$ cat config.mk
export PLATFORM = sky130hd
export DESIGN_NAME = spi_mem_master
export DESIGN_NICKNAME = d
export VERILOG_FILES = /design/src/rtl/spi_cpu_pkg.sv /design/src/rtl/spi_sck_gen.sv /design/src/rtl/spi_mem_master.sv
export SDC_FILE = /design/constraint.sdc
export NUM_CORES = 1
export LEC_CHECK = 0
export BUFFER_PORTS_ARGS = -buffer_cell sky130_fd_sc_hd__buf_2
export CAP_MARGIN = 20
export CORE_ASPECT_RATIO = 1.1
export CORE_MARGIN = 2
export CORE_UTILIZATION = 50
export CTS_CLUSTER_SIZE = 25
export DETAILED_ROUTE_END_ITERATION = 10
export PLACE_DENSITY = 0.68
export SETUP_SLACK_MARGIN = 0.15
export SYNTH_ARGS = -nofsm -noshare
export SYNTH_HDL_FRONTEND = slang
export SYNTH_SLANG_ARGS = --single-unit
$ cat constraint.sdc
create_clock -name clk -period 4.2 [get_ports clk]
set_clock_uncertainty 0.15 [all_clocks]
set_input_delay 0.84 -clock clk [delete_from_list [all_inputs] [get_ports clk]]
set_output_delay 0.84 -clock clk [all_outputs]
set_load 0.01 [all_outputs]
$ cat src/rtl/spi_cpu_pkg.sv
// Shared constants for the 23LC-style SPI SRAM master: opcodes, frame length,
// FSM encoding and the command frame builder.
package spi_cpu_pkg;

    localparam logic [7:0] OPC_READ  = 8'h03;
    localparam logic [7:0] OPC_WRITE = 8'h02;
    localparam int         FRAME_LEN = 32;
    localparam int         BIT_CNT_W = 6;

    typedef enum logic [1:0] {
        ST_IDLE  = 2'd0,
        ST_SHIFT = 2'd1,
        ST_DONE  = 2'd2
    } state_e;

    // Reads clock out a dummy 0x00 byte while the SRAM returns data.
    function automatic logic [FRAME_LEN-1:0] build_frame(
        input logic        we,
        input logic [15:0] addr,
        input logic [7:0]  wdata
    );
        return {(we ? OPC_WRITE : OPC_READ), addr, (we ? wdata : 8'h00)};
    endfunction

endpackage

$ cat src/rtl/spi_sck_gen.sv
// SPI mode-0 clock phase generator: CLK_DIV clk cycles low, then CLK_DIV high,
// with single-cycle strobes on the edges that move SCK up and down.
module spi_sck_gen #(
    parameter int CLK_DIV = 1
) (
    input  logic clk,
    input  logic rst,
    input  logic en,
    output logic sck,
    output logic rise,
    output logic fall
);

    localparam logic [3:0] CNT_MAX = 4'(CLK_DIV - 1);

    logic [3:0] cnt_q, cnt_d;
    logic       sck_q, sck_d;
    logic       wrap;

    // NOTE: every signal written here gets a default first, so no path leaves it unassigned and no latch is inferred.
    always_comb begin
        wrap  = (cnt_q == CNT_MAX);
        cnt_d = cnt_q;
        sck_d = sck_q;
        if (!en) begin
            cnt_d = '0;
            sck_d = 1'b0;
        end else if (wrap) begin
            cnt_d = '0;
            sck_d = ~sck_q;
        end else begin
            cnt_d = cnt_q + 4'd1;
        end
    end

    // NOTE: non-blocking assignments keep every flop sampling pre-edge values regardless of block order.
    always_ff @(posedge clk or posedge rst) begin
        if (rst) begin
            cnt_q <= '0;
            sck_q <= 1'b0;
        end else begin
            cnt_q <= cnt_d;
            sck_q <= sck_d;
        end
    end

    assign sck  = sck_q;
    assign rise = en && wrap && !sck_q;
    assign fall = en && wrap && sck_q;

endmodule

$ cat src/rtl/spi_mem_master.sv
// Single-byte read/write master for a 23LC-style SPI SRAM: 32-bit frame
// {opcode, addr, data}, MSB first, SPI mode 0.
module spi_mem_master
    import spi_cpu_pkg::*;
#(
    parameter int CLK_DIV = 1,
    parameter int ADDR_W  = 16
) (
    input  logic              clk,
    input  logic              rst,
    input  logic              req,
    input  logic              we,
    input  logic [ADDR_W-1:0] addr,
    input  logic [7:0]        wdata,
    output logic [7:0]        rdata,
    output logic              busy,
    output logic              done,
    output logic              spi_cs_n,
    output logic              spi_sck,
    output logic              spi_mosi,
    input  logic              spi_miso
);

    state_e                 state_q, state_d;
    logic [FRAME_LEN-1:0]   shift_q, shift_d;
    logic [BIT_CNT_W-1:0]   bit_cnt_q, bit_cnt_d;
    logic [7:0]             rx_q, rx_d;
    logic [7:0]             rdata_q, rdata_d;
    logic                   we_q, we_d;
    logic                   cs_n_q, cs_n_d;
    logic                   mosi_q, mosi_d;
    logic                   sck_rise, sck_fall;

    spi_sck_gen #(.CLK_DIV(CLK_DIV)) u_sck_gen (
        .clk  (clk),
        .rst  (rst),
        .en   (state_q == ST_SHIFT),
        .sck  (spi_sck),
        .rise (sck_rise),
        .fall (sck_fall)
    );

    always_comb begin
        state_d   = state_q;
        shift_d   = shift_q;
        bit_cnt_d = bit_cnt_q;
        rx_d      = rx_q;
        rdata_d   = rdata_q;
        we_d      = we_q;
        unique case (state_q)
            ST_IDLE: begin
                if (req) begin
                    state_d   = ST_SHIFT;
                    shift_d   = build_frame(we, addr, wdata);
                    bit_cnt_d = '0;
                    we_d      = we;
                end
            end
            ST_SHIFT: begin
                if (sck_rise) begin
                    rx_d = {rx_q[6:0], spi_miso};
                end
                // MOSI only advances on the SCK fall so the SRAM sees it stable at the rise.
                if (sck_fall) begin
                    shift_d   = {shift_q[FRAME_LEN-2:0], 1'b0};
                    bit_cnt_d = bit_cnt_q + 6'd1;
                    if (bit_cnt_q == 6'(FRAME_LEN - 1)) begin
                        state_d = ST_DONE;
                        if (!we_q) rdata_d = rx_q;
                    end
                end
            end
            ST_DONE: state_d = ST_IDLE;
            default: state_d = ST_IDLE;
        endcase
        cs_n_d = (state_d != ST_SHIFT);
        mosi_d = (state_d == ST_SHIFT) ? shift_d[FRAME_LEN-1] : 1'b0;
    end

    always_ff @(posedge clk or posedge rst) begin
        if (rst) begin
            state_q   <= ST_IDLE;
            shift_q   <= '0;
            bit_cnt_q <= '0;
            rx_q      <= '0;
            rdata_q   <= '0;
            we_q      <= 1'b0;
            cs_n_q    <= 1'b1;
            mosi_q    <= 1'b0;
        end else begin
            state_q   <= state_d;
            shift_q   <= shift_d;
            bit_cnt_q <= bit_cnt_d;
            rx_q      <= rx_d;
            rdata_q   <= rdata_d;
            we_q      <= we_d;
            cs_n_q    <= cs_n_d;
            mosi_q    <= mosi_d;
        end
    end

    assign rdata    = rdata_q;
    assign busy     = (state_q != ST_IDLE);
    assign done     = (state_q == ST_DONE);
    assign spi_cs_n = cs_n_q;
    assign spi_mosi = mosi_q;

endmodule

==> Word level (Yosys, flattened, before mapping) <==
Index checks and enable logic that the tools add are counted.
{ "totals": {"inputBits": 29, "elab_cells": 52, "out_inout_bits": 13, "reg_bits": 64} }
{ "op_classes": {"n_eq_ne": 8, "reduce_logical": 12, "n_addsub": 2, "n_bitwise": 2, "muxes": 17} }
{ "op_table": {"columns": ["op", "count"], "rows": [
  ["$mux 32", 2],
  ["$pmux 32 s2", 1],
  ["$mux 6", 2],
  ["$pmux 6 s2", 1],
  ["$mux 4", 2],
  ["$mux 8", 1],
  ["$add 6x1->6 const B", 1],
  ["$eq 6x5->1 const B", 1],
  ["$mux 2", 3],
  ["$ne 2x2->1 const B", 3],
  ["$add 4x1->4 const B", 1],
  ["$eq 2x1->1 const B", 2],
  ["$logic_not 4->1", 1],
  ["$mux 1", 4],
  ["$pmux 2 s2", 1],
  ["$reduce_and 2->1", 2],
  ["$reduce_and 4->1", 1],
  ["$reduce_bool 2->1", 2],
  ["$logic_and 1x1->1", 3],
  ["$reduce_and 3->1", 1],
  ["$eq 2x2->1 const B", 1],
  ["$logic_not 2->1", 1],
  ["$ne 2x1->1 const B", 1],
  ["$not 1->1", 2],
  ["$logic_not 1->1", 1]
]} }

==> Depth between registers and ports, before layout <==
Gate-level depths: netlist of run 1.
{ "logic_depth": {"ltp_word": 7, "mapped_depth": 6, "ltp_nobuf": 5} }

==> By module <==
A second synthesis of run 1 with hierarchy kept.
{ "hier_totals": {"cells_unflattened": 230, "hier_area_um2": 2731.4} }
{ "modules_own_cells": {"columns": ["module", "area_each_um2", "instances", "cells_per_inst"], "rows": [
  ["spi_mem_master", 2464.9, 1, 205],
  ["spi_sck_gen", 266.5, 1, 25]
]} }

==> Worst setup path after synthesis of run 1 <==
Ideal clock, no wire load.
{ "synth_timing": {"path_kind": "in2reg", "start": "input req", "end": "register bit_cnt_q[2]", "path_slack_ps": 2191, "arrival_time_ps": 1738, "required_time_ps": 3930, "setup_ps": 120, "cell_stages": 5, "path_cell_list": "nor3b_2 clkbuf_1 buf_2 nor2_1 a31o_2"} }
{ "synth_via": {"elab_chain_cells": 2} }
{ "synth_rtl": {"columns": ["element", "line", "source"], "rows": [
  ["start: declaration", "spi_mem_master.sv:11", "input logic req,"],
  ["$ne 2x2->1 (no line)", null, null],
  ["$reduce_and 3->1 (no line)", null, null],
  ["end signal: assignment", "spi_mem_master.sv:93", "bit_cnt_q <= bit_cnt_d;"],
  ["end: declaration", "spi_mem_master.sv:26", "logic [BIT_CNT_W-1:0] bit_cnt_q, bit_cnt_d;"]
]} }
No other way between the ends.
A chain may end at the register's enable or synchronous reset.

==> Worst setup path after layout of run 1 <==
{ "layout_timing": {"start": "register u_sck_gen.cnt_q[0]", "end": "register shift_q[5]"} }
{ "layout_via": {"elab_chain_cells": 5} }
{ "layout_rtl": {"columns": ["element", "line", "source"], "rows": [
  ["start: declaration", "spi_sck_gen.sv:16", "logic [3:0] cnt_q, cnt_d;"],
  ["start signal: assignment", "spi_sck_gen.sv:42", "cnt_q <= cnt_d;"],
  ["$logic_not 4->1", "spi_sck_gen.sv:22", "wrap = (cnt_q == CNT_MAX);"],
  ["$logic_and 1x1->1 (2 in a row)", "spi_sck_gen.sv:49", "assign fall = en && wrap && sck_q;"],
  ["$ne 2x2->1 (no line)", null, null],
  ["$reduce_and 3->1 (no line)", null, null],
  ["end signal: assignment", "spi_mem_master.sv:92", "shift_q <= shift_d;"],
  ["end: declaration", "spi_mem_master.sv:25", "logic [FRAME_LEN-1:0] shift_q, shift_d;"]
]} }
No other way between the ends.

==> results of run 1 <==
per-layer routing:
metal  share of wire  GRT usage
met4           0.018     0.0793
met1            0.47      0.235
met2            0.47      0.300
met5               0          0
met3           0.041     0.0522
how the worst max path moves through the flow:
| stage | from | end | slack [ps] | cells after the start |
|---|---|---|---|---|
| 2_1_floorplan | rst | bit_cnt_q[0] | 1610 | 1 |
| 3_3_place_gp | req | shift_q[10] | 1630 | 5 |
| 3_5_place_dp | req | shift_q[5] | 1600 | 5 |
| 4_1_cts | u_sck_gen.cnt_q[0] | shift_q[5] | 1780 | 5 |
| 5_1_grt | u_sck_gen.cnt_q[0] | shift_q[5] | 1610 | 5 |
| 6_report | u_sck_gen.cnt_q[0] | shift_q[5] | 1760 | 5 |
power by group through the flow:
stage	combinational (mW)	clock (mW)	sequential (mW)
final	0.569	0.552	0.961
after global routing	0.631	0.599	0.986
after floorplan	0.448	0	0.938
after global placement	0.535	0	0.965
after CTS	0.570	0.572	0.960
after detailed placement	0.572	0	0.966
state kept, by name, indices dropped and copies added (netlist names):
signal           flops
shift_q             32
rdata                8
rx_q                 8
bit_cnt_q            6
u_sck_gen.cnt_q      4
state_q              2
spi_cs_n             1
spi_mosi             1
u_sck_gen.sck        1
we_q                 1
through the flow:
stage	hold slack [ps]	setup WS (ps)	util	power, mW
floorplan	312	1610	-	1.39
global placement	330	1630	0.569	1.50
detailed placement	334	1600	0.572	1.54
CTS	353	1780	0.611	2.10
global route	379	1610	0.615	2.22
finish	350	1760	0.615	2.08
area by class of cell:
class | count | area [sq um]
Fill cell | 461 | 2100
Clock buffer | 12 | 165
Timing Repair Buffer | 46 | 263
Sequential cell | 64 | 1600
Inverter | 9 | 33.8
Multi-Input combinational cell | 148 | 1150
Tap cell | 75 | 93.8
Clock inverter | 4 | 51.3
worst max-delay path, cell delays in order, from the launching register on:
cell and delay [ps]:
dfrtp_1 400, inv_1 60, ha_1 290, and4bb_2 370, a21oi_2 820, a221o_1 280
layout by cell type, fill, tap and decap left out, types with 2 or more instances in the layout:
cell type  instances
a21oi_1            4
a221o_1           24
and2_1            17
and3_1             7
buf_2             41
buf_4              3
clkbuf_8          12
dfrtp_1           63
ha_1               3
inv_1              8
mux2_2            16
mux2i_1            2
nand2_1           14
nand2b_1           3
nand3_1           12
nand4b_1           2
nand4bb_4          2
nor2_1             5
nor2b_1            2
o21ai_0            8
o31ai_1            2
or4_1              3
xnor2_1            2
kinds of logic after synthesis:
kind of cell / after synthesis
simple gates: 79
flops: 64
mux: 18
buf+inv: 24
compound gates: 46
xor+xnor: 2
fa+ha+maj: 3
==> run metrics, run 1 <==
Via-to-Cell Ratio=5.57; drt total wl=5.30 mm; combinational fraction of design power=0.273; cell accounting for the most synthesized area=dfrtp_1; diode count=0; I/O Buffers=between 40 and 50; Die Area=about 6400 sq um; pin slew with the least headroom to its limit=between 1000 and 1500 ps; top-level I/O count=42; Finished Cell Area=approximately 3400 sq um; Clock power frac=0.265; R2R Path End=shift_q[5]; clock sinks=64; # rows=28; HP Class=in2async; top cells by area, synth=dfrtp_1 (55%), a221o_1 (8.4%), mux2_2 (6.3%); Synth cell types=between 40 and 50; RSZ-0062 raised after global routing=false; initial antenna violation count=0; multiplexer share of the synthesized area=0.0698; worst flop-to-flop path startpoint=u_sck_gen.cnt_q[0]; sequential fraction of the synthesis area=0.559; status=finished, final reports clean; Core Footprint=5470 sq um; placed insts=approximately 340; final hold vios=0; Layout Nets=between 300 and 400; gr usage total=0.185; average footprint of a synthesized cell=between 10 and 15 sq um; synthesized instance count=~240; Synth Area in Adders=0.0131; Post-Layout Cell Count=about 360; crit path DAT=roughly 2600 ps; count of cells resized by post-cts repair=0; global-route wire length before repair=9.28 mm; Starting Density=0.524; setup TNS=0 ps; Final setup viols=0; CTS root buf=clkbuf_8; Worst setup EP type=flop; Post-Syn Area=around 2900 sq um; Post-synth top cells=dfrtp_1 (63), a221o_1 (24), and2_1 (17), mux2_2 (16), nand2_1 (14); Synth Area in Compound Gates=0.134; WL per Instance=~15 um; GPL Wtd Cong=approximately 0.74; 1st-iter DRT viols=~80; Remaining DRCs=0; simple logic cell fraction of the synthesized area=0.179; TritonRoute pass-1 iters=4; Max VDD drop=0.312 mV; Num CTS Buffers=9; Power Internal=1.41 mW; dpl cell area=~3100 sq um; max_cap viols=0; main combinational cell family by area after synthesis=simple AND/OR/NAND/NOR gates; Yosys reg bits=64; post-synth top area share=0.550; Net Sw Power=around 670 uW; CP Class=reg2reg; Yosys Warn Count=0; clock tree from TritonCTS=built; FFs w/ async S/R, synth=1.00; DR vias=between 1500 and 2000; sw frac=0.321; shortest period the worst path allows=between 2000 and 2500 ps; layout cells sized above 1=0.322; Worst setup SP type=flop; P_leak=roughly 1.6 nW; dpl hpwl=about 3.5 mm; hold_buf cts=0; die width=roughly 76 um; vias in the first global route=around 2000; clock buffer depth=2; Crit Path Max Fanout=24; Final Slew Violations=0; R2R Setup Slk=about 1800 ps; DIE HEIGHT=roughly 83 um; worst skew pair latency=between 300 and 400 ps; Post-synth EDFFs=0; post-CTS setup buffers=0; Mapped Nets=between 200 and 300; xor/xnor cell area share of the yosys netlist=0.00611; FMAX=about 410 MHz; P per Cell Area=around 620 nW/um^2; Overflow after GRT=0; crit share post-route=0.581; Max-Slew Margin vs Limit=0.301; Flop pwr share=0.461; largest net degree at the start of global routing=52; top-count cell post-synth=dfrtp_1; antenna-violating nets left=0; CP Data Required Time=4320 ps; H-tree depth=3; Area growth, synth to finish=17.3%; reg2reg path depth=5; prevailing post-synth register cell=dfrtp_1; Clock transition at path regs=~70 ps
Power figures use the tool's default switching activity.
==> inputs of run 2 (changes only) <==
Settings changed: ABC_AREA from default to 1, PLACE_DENSITY 0.68 to 0.71.
Clock period 4.2 ns to 2.08 ns, I/O delays scaled along.
==> run 2 against run 1 <==
  * Power increased by 97%
  * Critical endpoint is now shift_q[19]
  * Sequential power increased by 91%
  * First-iteration DRC count increased by 32%
  * Global-route usage decreased by 0.20 points
  * Synthesized cell count increased by 35%
  * Flip-flop and latch count unchanged
  * Combinational power increased by 93%
  * Clock-buffer cell count decreased by 2
  * Worst setup slack got worse by 1500 ps
  * Cell area about the same
  * Largest power group unchanged
  * Die area decreased by 0.49%
==> run metrics, run 2 <==
status=finished, final reports clean (unchanged); layout cells sized above 1=0.216 (was 0.322); shortest period the worst path allows=1780 ps (was 2440 ps); dpl hpwl=3.54 mm (was 3.48 mm); clock sinks=64 (unchanged); Worst setup SP type=flop (unchanged); fillers=490 (was 461); 1st-iter DRT viols=104 (was 79); P per Cell Area=1220 nW/um^2 (was 619 nW/um^2); Remaining DRCs=0 (unchanged); Worst path max stage delay=410 ps (was 820 ps); RSZ-0062 raised after global routing=false (unchanged); I/O Buffers=41 (unchanged); max_cap viols=0 (unchanged); Yosys reg bits=64 (unchanged); prevailing post-synth register cell=dfrtp_1 (unchanged); Synth cell types=30 (was 43); post-synth top area share=0.553 (was 0.550); crit path DAT=1850 ps (was 2560 ps); top cell family by delay on the critical path=simple AND/OR/NAND/NOR gates (was compound AO/OA/AOI/OAI gates); placed insts=429 (was 341); vias in the first global route=2084 (was 2013); Die Area=6320 sq um (was 6360 sq um); synthesized instance count=318 (was 236); cell accounting for the most synthesized area=dfrtp_1 (unchanged); initial antenna violation count=0 (unchanged); top-level I/O count=42 (unchanged); FMAX=561 MHz (was 410 MHz); Largest register FFs=32 (unchanged); CP max stage cell=dfrtp_1 (was a21oi_2); TritonRoute pass-1 iters=4 (unchanged); hold slack=146 ps (was 350 ps); crit-path cells=inv_1 > ha_1 > nand4_4 > nand2_4 > inv_4 > nand2_1 > nand3_1 (was inv_1 > ha_1 > and4bb_2 > a21oi_2 > a221o_1); HP Class=in2reg (was in2async); Max-Slew Margin vs Limit=0.694 (was 0.301); final hold vios=0 (unchanged); clock buffer depth=2 (unchanged); Mapped Nets=350 (was 268); drt total wl=5.14 mm (was 5.30 mm); Post-Syn Area=2850 sq um (was 2870 sq um); DR vias=2140 (was 1994); pin slew with the least headroom to its limit=458 ps (was 1050 ps); Clock transition at path regs=70 ps (about the same); Post-synth EDFFs=0 (unchanged); Worst setup EP type=flop (unchanged); average footprint of a synthesized cell=8.97 sq um (was 12.1 sq um); count of cells resized by post-cts repair=0 (unchanged); top cells by area, synth=dfrtp_1 (55%), nand2_1 (16%), nand3_1 (6.8%) (was dfrtp_1 (55%), a221o_1 (8.4%), mux2_2 (6.3%)); FFs w/ async S/R, synth=1.00 (unchanged); Finished Cell Area=3360 sq um (about the same); crit share post-route=0.857 (was 0.581); Final Slew Violations=0 (unchanged); Layout Nets=398 (was 310); Num CTS Buffers=9 (unchanged); clock tree from TritonCTS=built (unchanged); Layout Utilization=0.619 (was 0.615); Yosys Warn Count=0 (unchanged); Core Footprint=5430 sq um (was 5470 sq um); setup TNS=0 ps (unchanged); sequential fraction of the synthesis area=0.562 (was 0.559); gr usage total=0.183 (was 0.185); global-route wire length before repair=9.29 mm (was 9.28 mm); WL per Instance=11.5 um (was 14.8 um); most common cell after layout, fill and taps aside=nand2_1 (was dfrtp_1); Max VDD drop=0.528 mV (was 0.312 mV); dpl cell area=3130 sq um (about the same); Crit Path Max Fanout=31 (was 24); worst skew pair latency=330 ps (about the same); Final setup viols=0 (unchanged); commonest cells after routing, fill and taps aside=nand2_1 (122), dfrtp_1 (63), buf_2 (41) (was dfrtp_1 (63), buf_2 (41), a221o_1 (24)); H-tree depth=3 (unchanged); DIE HEIGHT=83.2 um (was 83.4 um); largest net degree at the start of global routing=46 (was 52); Area growth, synth to finish=17.9% (was 17.3%); CTS root buf=clkbuf_8 (unchanged); P_leak=1.77 nW (was 1.64 nW); Post-Layout Cell Count=446 (was 358); largest reg by FF count=shift_q (unchanged); Buf+Inv Stages, Crit Path=2 (was 1); # rows=28 (unchanged); Via-to-Cell Ratio=4.80 (was 5.57); die width=76.0 um (was 76.2 um); GPL Wtd Cong=0.754 (was 0.739); top-count cell post-synth=nand2_1 (was dfrtp_1); CP Data Required Time=2140 ps (was 4320 ps); Starting Density=0.525 (was 0.524); Post-synth top cells=nand2_1 (122), dfrtp_1 (63), nand3_1 (39), inv_1 (22), nor2_1 (17) (was dfrtp_1 (63), a221o_1 (24), and2_1 (17), mux2_2 (16), nand2_1 (14)); diode count=0 (unchanged); Overflow after GRT=0 (unchanged); antenna-violating nets left=0 (unchanged); CP Class=reg2reg (unchanged)
-- run 2: cell type report --
cell class	instances	area (sq um)	area share
multi-input combinational	219	1070	0.318
clock buffer	10	138	0.0409
timing repair buffer	45	263	0.0781
tap	75	93.8	0.0279
sequential	64	1600	0.477
clock inverter	6	82.6	0.0246
inverter	27	113	0.0335
-- run 2: worst paths after layout --
path / slack [ps] / start / cells past startpoint / endpoint
max: 300 / u_sck_gen.cnt_q[0] / 7 / shift_q[19]
max reg2reg: 300 / u_sck_gen.cnt_q[0] / 7 / shift_q[19]
min reg2reg: 320 / rdata[2] / 2 / rdata[2]
min: 150 / addr[1] / 3 / shift_q[9]
max in group asynchronous: 670 / rst / 4 / spi_cs_n
min in group asynchronous: 490 / rst / 3 / rdata[0]
-- run 2: logic make-up after synthesis --
| family | count (synthesis) | share of synthesized area |
|---|---|---|
| flops | 64 | 0.562 |
| xor+xnor | 4 | 0.0123 |
| compound gates | 21 | 0.0408 |
| simple gates | 191 | 0.309 |
| buf+inv | 35 | 0.0623 |
| fa+ha+maj | 3 | 0.0132 |
-- run 2: tightest hold or removal path, delay by kind of cell --
family                 cells  cell delay [ps]
AND/OR/NAND/NOR            2              100
buffers and inverters      1               70
-- run 2: what timing repair did --
item                       in CTS  in global routing
setup buffers                   0                  0
hold endpoints to repair       19                  0
hold buffers                    1                  0
setup endpoints to repair       0                  1
-- run 2: metal layers --
| layer | up-vias | track usage | wire, um |
|---|---|---|---|
| met4 | 0 | 0.0843 | 51 |
| met2 | 41 | 0.291 | 2440 |
| met5 | - | 0 | 0 |
| li1 | 1104 | - | - |
| met3 | 8 | 0.0304 | 204 |
| met1 | 987 | 0.249 | 2450 |
-- run 2: power by group --
group	internal [mW]	switching (mW)	leakage [nW]	total [mW]
logic	0.399	0.705	0.819	1.10
registers	1.60	0.239	0.844	1.84
clock network	0.701	0.459	0.112	1.16
-- run 2: stage by stage --
stage | worst slack [ps] | power (mW)
after detailed placement | 296 | 2.98
after global routing | 150 | 4.41
after global placement | 351 | 2.93
after floorplan | 522 | 2.74
after CTS | 285 | 4.15
final | 297 | 4.10
